`config.mk`:
```
export PLATFORM = sky130hd
export DESIGN_NAME = delay_line_multi
export DESIGN_NICKNAME = d
export VERILOG_FILES = /design/src/rtl/delay_line_multi.sv
export SDC_FILE = /design/constraint.sdc
export NUM_CORES = 1
export LEC_CHECK = 0
export BUFFER_PORTS_ARGS = -buffer_cell sky130_fd_sc_hd__buf_2
export CAP_MARGIN = 5
export CORE_UTILIZATION = 60
export CTS_CLUSTER_DIAMETER = 200
export DETAILED_ROUTE_END_ITERATION = 10
export GPL_ROUTABILITY_DRIVEN = 1
export GPL_TIMING_DRIVEN = 0
export PLACE_DENSITY = 0.77
export SLEW_MARGIN = 20
export SYNTH_ARGS = -nofsm -noshare
export SYNTH_HDL_FRONTEND = slang
export SYNTH_SLANG_ARGS = --single-unit
```
`constraint.sdc`:
```
create_clock -name clk -period 10.55 [get_ports clk]
set_clock_uncertainty 0.2 [all_clocks]
set_input_delay 1.5825 -clock clk [delete_from_list [all_inputs] [get_ports clk]]
set_output_delay 1.5825 -clock clk [all_outputs]
set_load 0.03 [all_outputs]
```
`src/rtl/delay_line_multi.sv`:
```
// -----------------------------------------------------------------------------
// delay_line_multi
//   Runtime-programmable multi-lane delay line. All lanes share one circular
//   buffer and one write/read pointer, so every lane sees the same delay. The
//   delay (1..pMaxDelay) is loaded at run time. A fill counter tracks how many
//   samples have entered since the last flush, and val_valid marks when val_out
//   carries a real sample rather than flushed or primed-but-unwritten storage.
//
// Ports
//   clk        in   rising-edge clock
//   reset      in   asynchronous, active-high reset
//   enable     in   advance the line by one sample on this edge
//   clear      in   synchronous flush (pointer, fill, outputs zeroed)
//   load       in   synchronous: take clamped delay_in, then flush
//   delay_in   in   requested delay
//   val_in     in   lane i at [i*pDataLength +: pDataLength]
//   val_out    out  delayed lanes, registered
//   val_valid  out  val_out holds real (non-flush) data
//   delay_out  out  delay currently in effect
// -----------------------------------------------------------------------------
module delay_line_multi #(
  parameter int unsigned pChannels     = 4,
  parameter int unsigned pDataLength   = 16,
  parameter int unsigned pMaxDelay     = 16,
  parameter int unsigned pDefaultDelay = 8,
  parameter int unsigned pDelayWidth   = 5
) (
  input  logic                               clk,
  input  logic                               reset,
  input  logic                               enable,
  input  logic                               clear,
  input  logic                               load,
  input  logic [pDelayWidth-1:0]             delay_in,
  input  logic [pChannels*pDataLength-1:0]   val_in,
  output logic [pChannels*pDataLength-1:0]   val_out,
  output logic                               val_valid,
  output logic [pDelayWidth-1:0]             delay_out
);

  localparam int unsigned cWidth = pChannels * pDataLength;
  localparam int unsigned cDepth = pMaxDelay - 1;
  localparam int unsigned cPtrW  = (cDepth > 1) ? $clog2(cDepth) : 1;

  localparam logic [pDelayWidth-1:0] cMaxDelay = pDelayWidth'(pMaxDelay);
  localparam logic [pDelayWidth-1:0] cDefDelay = pDelayWidth'(pDefaultDelay);
  localparam logic [pDelayWidth-1:0] cOne      = pDelayWidth'(1);
  localparam logic [pDelayWidth-1:0] cTwo      = pDelayWidth'(2);

  // Shared sample storage; contents are not reset, val_valid gates them.
  logic [cWidth-1:0]      r_mem [cDepth];

  logic [cPtrW-1:0]       r_ptr;
  logic [pDelayWidth-1:0] r_fill;
  logic [pDelayWidth-1:0] r_delay;
  logic [cWidth-1:0]      r_val_out;
  logic                   r_valid;

  logic [pDelayWidth-1:0] w_delay_clamped;
  logic                   w_bypass;
  logic [pDelayWidth-1:0] w_wrap_idx;
  logic                   w_ptr_last;
  logic [cPtrW-1:0]       w_ptr_next;
  logic [pDelayWidth-1:0] w_fill_next;
  logic                   w_advance;
  logic                   w_write;
  logic [cWidth-1:0]      w_mem_rd;

  // Requested delay limited to the supported range 1..pMaxDelay.
  always_comb begin
    w_delay_clamped = delay_in;
    if (delay_in == '0) begin
      w_delay_clamped = cOne;
    end else if (delay_in > cMaxDelay) begin
      w_delay_clamped = cMaxDelay;
    end
  end

  // D=1 is a plain register; the buffer is only used for D>=2, where D-1
  // entries plus the output register give a latency of D enabled edges.
  assign w_bypass   = (r_delay < cTwo);
  assign w_wrap_idx = r_delay - cTwo;
  assign w_ptr_last = (pDelayWidth'(r_ptr) == w_wrap_idx);
  assign w_ptr_next = w_ptr_last ? '0 : r_ptr + cPtrW'(1);

  assign w_fill_next = (r_fill == r_delay) ? r_fill : r_fill + cOne;

  // load and clear both flush the line and suppress the sample of that edge.
  assign w_advance = enable && !load && !clear;
  assign w_write   = w_advance && !w_bypass && !reset;

  assign w_mem_rd = r_mem[r_ptr];

  always_ff @(posedge clk) begin
    if (w_write) begin
      r_mem[r_ptr] <= val_in;
    end
  end

  always_ff @(posedge clk or posedge reset) begin
    if (reset) begin
      r_ptr     <= '0;
      r_fill    <= '0;
      r_delay   <= cDefDelay;
      r_val_out <= '0;
      r_valid   <= 1'b0;
    end else if (load) begin
      r_delay   <= w_delay_clamped;
      r_ptr     <= '0;
      r_fill    <= '0;
      r_val_out <= '0;
      r_valid   <= 1'b0;
    end else if (clear) begin
      r_ptr     <= '0;
      r_fill    <= '0;
      r_val_out <= '0;
      r_valid   <= 1'b0;
    end else if (enable) begin
      r_fill  <= w_fill_next;
      r_valid <= (w_fill_next == r_delay);
      if (w_bypass) begin
        r_val_out <= val_in;
      end else begin
        r_val_out <= w_mem_rd;
        r_ptr     <= w_ptr_next;
      end
    end
  end

  assign val_out   = r_val_out;
  assign val_valid = r_valid;
  assign delay_out = r_delay;

endmodule

```
Word level (Yosys, flattened, before mapping)
Memories as Yosys holds them, arrays and structs flattened.
Cells that the tools add are included.
{ "totals": {"n_memories": 1, "wordCells": 46, "ram_bits": 960, "output_inout_bits": 70, "reg_bits": 79, "in_bits": 74} }
{ "classes": {"magnitude_cmp": 2, "addsub": 3, "muxes": 20, "eq_ne": 4, "n_reduce_logical": 11} }
{ "mem_list": {"columns": ["name", "depth", "width", "read_ports", "rd_ports_with_merged_regs", "write_ports", "line_no", "rtl"], "rows": [
  ["r_mem", 15, 64, 1, 0, 1, "50", "logic [cWidth-1:0] r_mem [cDepth];"]
]} }
{ "op_table": {"columns": ["operator", "n"], "rows": [
  ["$mux W64", 4],
  ["$mux W5", 6],
  ["$mux W4", 5],
  ["$eq A5 B5 Y1", 2],
  ["$add A5 B1 Y5 const B", 1],
  ["$eq A4 B5 Y1", 1],
  ["$gt A5 B5 Y1 const B", 1],
  ["$logic_not A5 Y1", 1],
  ["$lt A5 B2 Y1 const B", 1],
  ["$mux W1", 5],
  ["$sub A5 B2 Y5 const B", 1],
  ["$add A4 B1 Y4 const B", 1],
  ["$logic_and A1 B1 Y1", 4],
  ["$logic_not A1 Y1", 4],
  ["$ne A3 B3 Y1 const B", 1],
  ["$reduce_bool A3 Y1", 1],
  ["$reduce_and A2 Y1", 1]
]} }

Depth between registers and ports, before layout
{ "depth": {"depth_word": 7, "mapped_depth": 9, "ltp_nobuf": 6} }

Worst setup path after synthesis
No wires, ideal clock.
{ "synth_timing": {"kind": "input to register", "start": "input port reset", "end": "memory r_mem[10][0] (netlist name), enable pin", "setup_ns": 0.487, "cell_stages": 3, "slack_ns": 3.467, "arrival_ns": 6.396, "t_required_ns": 9.863, "n_path_buf": 0, "path_cell_list": "inv_1 > nand2_1 > nor2_1"} }
{ "synth_between": {"elab_chain_cells": 4} }
{ "synth_lines": {"columns": ["item", "line_no", "rtl"], "rows": [
  ["from (decl)", "29", "input logic reset,"],
  ["$logic_not A1 Y1 (no line)", null, null],
  ["$logic_and A1 B1 Y1", "89", "assign w_write = w_advance && !w_bypass && !reset;"],
  ["$mux W1", "94", "if (w_write) begin"],
  ["$mux W1 (implied by the code)", "95", "r_mem[r_ptr] <= val_in;"],
  ["to (decl)", "50", null]
]} }
No other way between the ends.

Final worst setup path
{ "layout_timing": {"start": "input port enable", "end": "memory r_mem[9][19] (netlist name), enable pin"} }
{ "layout_between": {"elab_chain_cells": 6} }
{ "layout_lines": {"columns": ["item", "line_no", "rtl"], "rows": [
  ["from (decl)", "30", "input logic enable,"],
  ["$logic_and A1 B1 Y1 (2 in series)", "88", "assign w_advance = enable && !load && !clear;"],
  ["$logic_and A1 B1 Y1 (2 in series)", "89", null],
  ["$mux W1", "94", null],
  ["$mux W1 (implied by the code)", "95", null]
]} }
No other way between the ends.

==> metrics.md <==
| Metric | Value |
|---|---|
| Max_slew headroom | `0.174` |
| PostCTS Resize Cnt | `0` |
| Mean Syn Cell Area | `18.2 sq um` |
| Final hold vios | `0` |
| Total Routing Usage GR | `0.298` |
| Synth Instances | `2270` |
| Hold Path Class | `flip-flop to flip-flop` |
| Final core occ | `0.708` |
| Initial antenna violation count | `3` |
| Worst-skew pair later-pin latency | `0.68 ns` |
| Slowest stage cell, crit path | `nor2_4` |
| Clk pin slew, worst setup/hold paths | `0.06 ns` |
| Fin cells | `3530` |
| Post-synthesis async set-or-reset flop share | `0.0760` |
| Area delta synth->final | `16.2%` |
| Worst r2r src | `delay_out[1]` |
| Peak supply drop | `0.000163 V` |
| DIE AREA | `0.0698 sq mm` |
| CTS sink cnt | `1039` |
| Number of max-cap violations | `0` |
| Antenna-violating nets left | `0` |
| Reg2Reg Depth | `10` |
| Initial Utilization | `0.610` |
| RD Place Congestion | `0.832` |
| Arr. time, crit path | `4.91 ns` |
| Worst hold stages | `2` |
| Fin nets | `2645` |
| Number of synthesized register bits | `1039` |
| Power Density | `between 150 and 200 mW/mm^2` |
| Synth warnings | `0` |
| Remaining Overflow, GRT | `0` |
| First drt pass iteration count | `8` |
| FF-to-FF End | `r_mem[9][19]` |
| Total setup buffers inserted after CTS | `0` |
| Clock Path Buffers | `3` |
| Startpoint Class | `primary input` |
| Min Tclk post-route | `4.76 ns` |
| Reg2reg setup slack | `around 6.3 ns` |
| Largest net degree at the start of global routing | `61` |
| First-pass GRT wire length | `152000 um` |
| Period Utilization, post-route | `0.451` |
| Clock root cell | `clkbuf_16` |
| Top-area cell type share of the netlist area | `0.699` |
| Worst slew pin tran | `roughly 1.2 ns` |
| Post-synth EDFFs | `960` |
| Worst path cell trace | `clkbuf_1 > inv_2 > nor2_2 > nand4b_1 > nor2_4 > buf_12 > buf_12` |
| Crit Path Class | `primary input to flip-flop` |
| Final worst slack | `between 5 and 6 ns` |
| First DRT Iteration DRCs | `approximately 3200` |
| Capture point of the worst path | `r_mem[9][19]` |
| Num CTS Buffers | `101` |
| Vias in the first global route | `23800` |
| Leading cell type by number of instances after synthesis | `edfxtp_1` |
| Die height | `264 um` |
| DP Worst Slack | `5.26 ns` |
| Vias/cell | `approximately 6.7` |
| Syn Std Cell Area | `between 0.04 and 0.05 sq mm` |
| Synth area leader | `edfxtp_1` |
| Yosys cell types | `53` |
| RSZ-0062 raised after global routing | `false` |
| Post-synth top flop | `edfxtp_1` |
| Routed WL per cell | `approximately 30 um` |
| CP top delay family | `simple AND/OR/NAND/NOR gates` |
| Crit path from | `enable` |
| Via count | `23700` |
| CP peak stage delay | `roughly 0.77 ns` |
| Crit path depth | `7` |
| Area contributors post-synth | `edfxtp_1 70%, mux4_2 7.0%, dfrtp_1 4.7%` |
| Cts hold-fix bufs | `0` |
| Power Total | `8.66 mW` |
| Fmax | `210 MHz` |
| DRC errors left | `0` |
| Layout cells sized above 1 | `0.243` |
| Synth top cells by count | `960 x edfxtp_1, 195 x mux2i_1, 147 x nor2_1, 128 x mux4_2, 78 x dfrtp_1` |
| Die width | `264 um` |
| Fin. max-slew vios | `0` |
| CP most frequent cell | `buf_12` |
| CTS tree | `built` |
| # port buffers | `141` |
| Hold Slack | `0.388 ns` |
| Setup Viol. Count Final | `0` |
| Io pins | `around 140` |
| CP Capture Type | `flip-flop` |
| Htree depth | `3` |
| Placed Cells | `3335` |
| Area of the core | `roughly 0.068 sq mm` |
| Register area share after synthesis | `0.747` |
| Critical Path RT | `10.70 ns` |
| Worst-path fanout max | `20` |
| Post-Syn Nets | `2350` |
| Status | `finished clean` |
| HPWL after DPL | `65100 um` |
| Worst path bufs/invs | `4` |
| Std-Cell Rows | `95` |
| Routed WL | `103000 um` |
| Leak | `roughly 16 nW` |
tightest hold or removal path: cells and delay by family (launching register included):
kind	cells	cell delay [ns]
simple gates	1	0.07
mux	1	0.05
flops	1	0.42
through the flow:
stage / TNS (ns) / cell area (sq um)
floorplan: 0 / 41200
global placement: -744.94 / 43000
detailed placement: 0 / 44400
CTS: 0 / 47900
global route: 0 / 47900
finish: 0 / 47900
kinds of logic (layout without fill, tap and decap cells):
logic type | count (synthesis) | count (layout) | synth area share
simple gates | 325 | 325 | 0.0363
xor+xnor | 12 | 12 | 0.00288
fa+ha+maj | 6 | 6 | 0.00182
flops | 1039 | 1039 | 0.747
buf+inv | 157 | 540 | 0.0193
mux | 324 | 324 | 0.118
other cells | 0 | 4 | 0
compound gates | 407 | 407 | 0.0751
routing by layer:
| layer | track usage | routed length, um |
|---|---|---|
| met1 | 0.415 | 39100 |
| met2 | 0.477 | 50200 |
| met3 | 0.0483 | 10300 |
| met4 | 0.120 | 3630 |
| met5 | 0 | 13 |
sequential cells by signal, indices dropped and copies added (netlist names):
| signal | cells |
|---|---|
| delay_out | 5 |
| r_fill | 5 |
| r_mem | 960 |
| r_ptr | 4 |
| val_out | 64 |
| val_valid | 1 |
power by group:
group / switching, mW / internal (mW) / leakage, nW
clock network: 1.56 / 2.18 / 1.69
registers: 0.0199 / 4.52 / 9.70
logic: 0.272 / 0.118 / 4.19
cell type report:
class                           count  area, sq um
Sequential cell                  1039        30800
Fill cell                        3929        19700
Multi-Input combinational cell   1074         9750
Clock buffer                      132         2760
Timing Repair Buffer              192         1970
Tap cell                          873         1090
Buffer                            147          759
Clock inverter                     59          708
Inverter                           10         42.5
Antenna cell                        4         10.0
worst min path at each step:
| stage | start | endpoint |
|---|---|---|
| finish | r_fill[1] | r_fill[1] |
| global route | r_fill[1] | r_fill[1] |
| CTS | r_fill[1] | r_fill[1] |
| detailed placement | r_fill[1] | r_fill[1] |
| global placement | r_fill[1] | r_fill[1] |
| floorplan | r_fill[1] | r_fill[1] |
placed cells by master, fill, tap and decap left out, types with 5 or more instances in the layout:
cell type	netlist	layout
a2111oi_2	61	61
a21oi_1	66	66
a22oi_1	63	63
and2_1	63	63
buf_12	0	17
buf_16	0	33
buf_2	54	195
buf_6	16	16
bufinv_16	0	13
clkbuf_1	66	86
clkbuf_16	0	102
clkbuf_8	0	9
clkinv_1	0	10
clkinv_2	0	20
clkinvlp_4	0	6
dfrtp_1	78	78
edfxtp_1	960	960
ha_1	6	6
inv_1	9	8
mux2i_1	195	195
mux4_2	128	128
nand2_1	76	76
nand3_1	5	5
nand4_1	5	5
nor2_1	147	132
nor2_4	0	15
o21ai_0	74	74
o22ai_1	64	64
o31ai_1	63	63
xor2_1	7	7
Note: power is estimated with default switching activity, not from simulation.
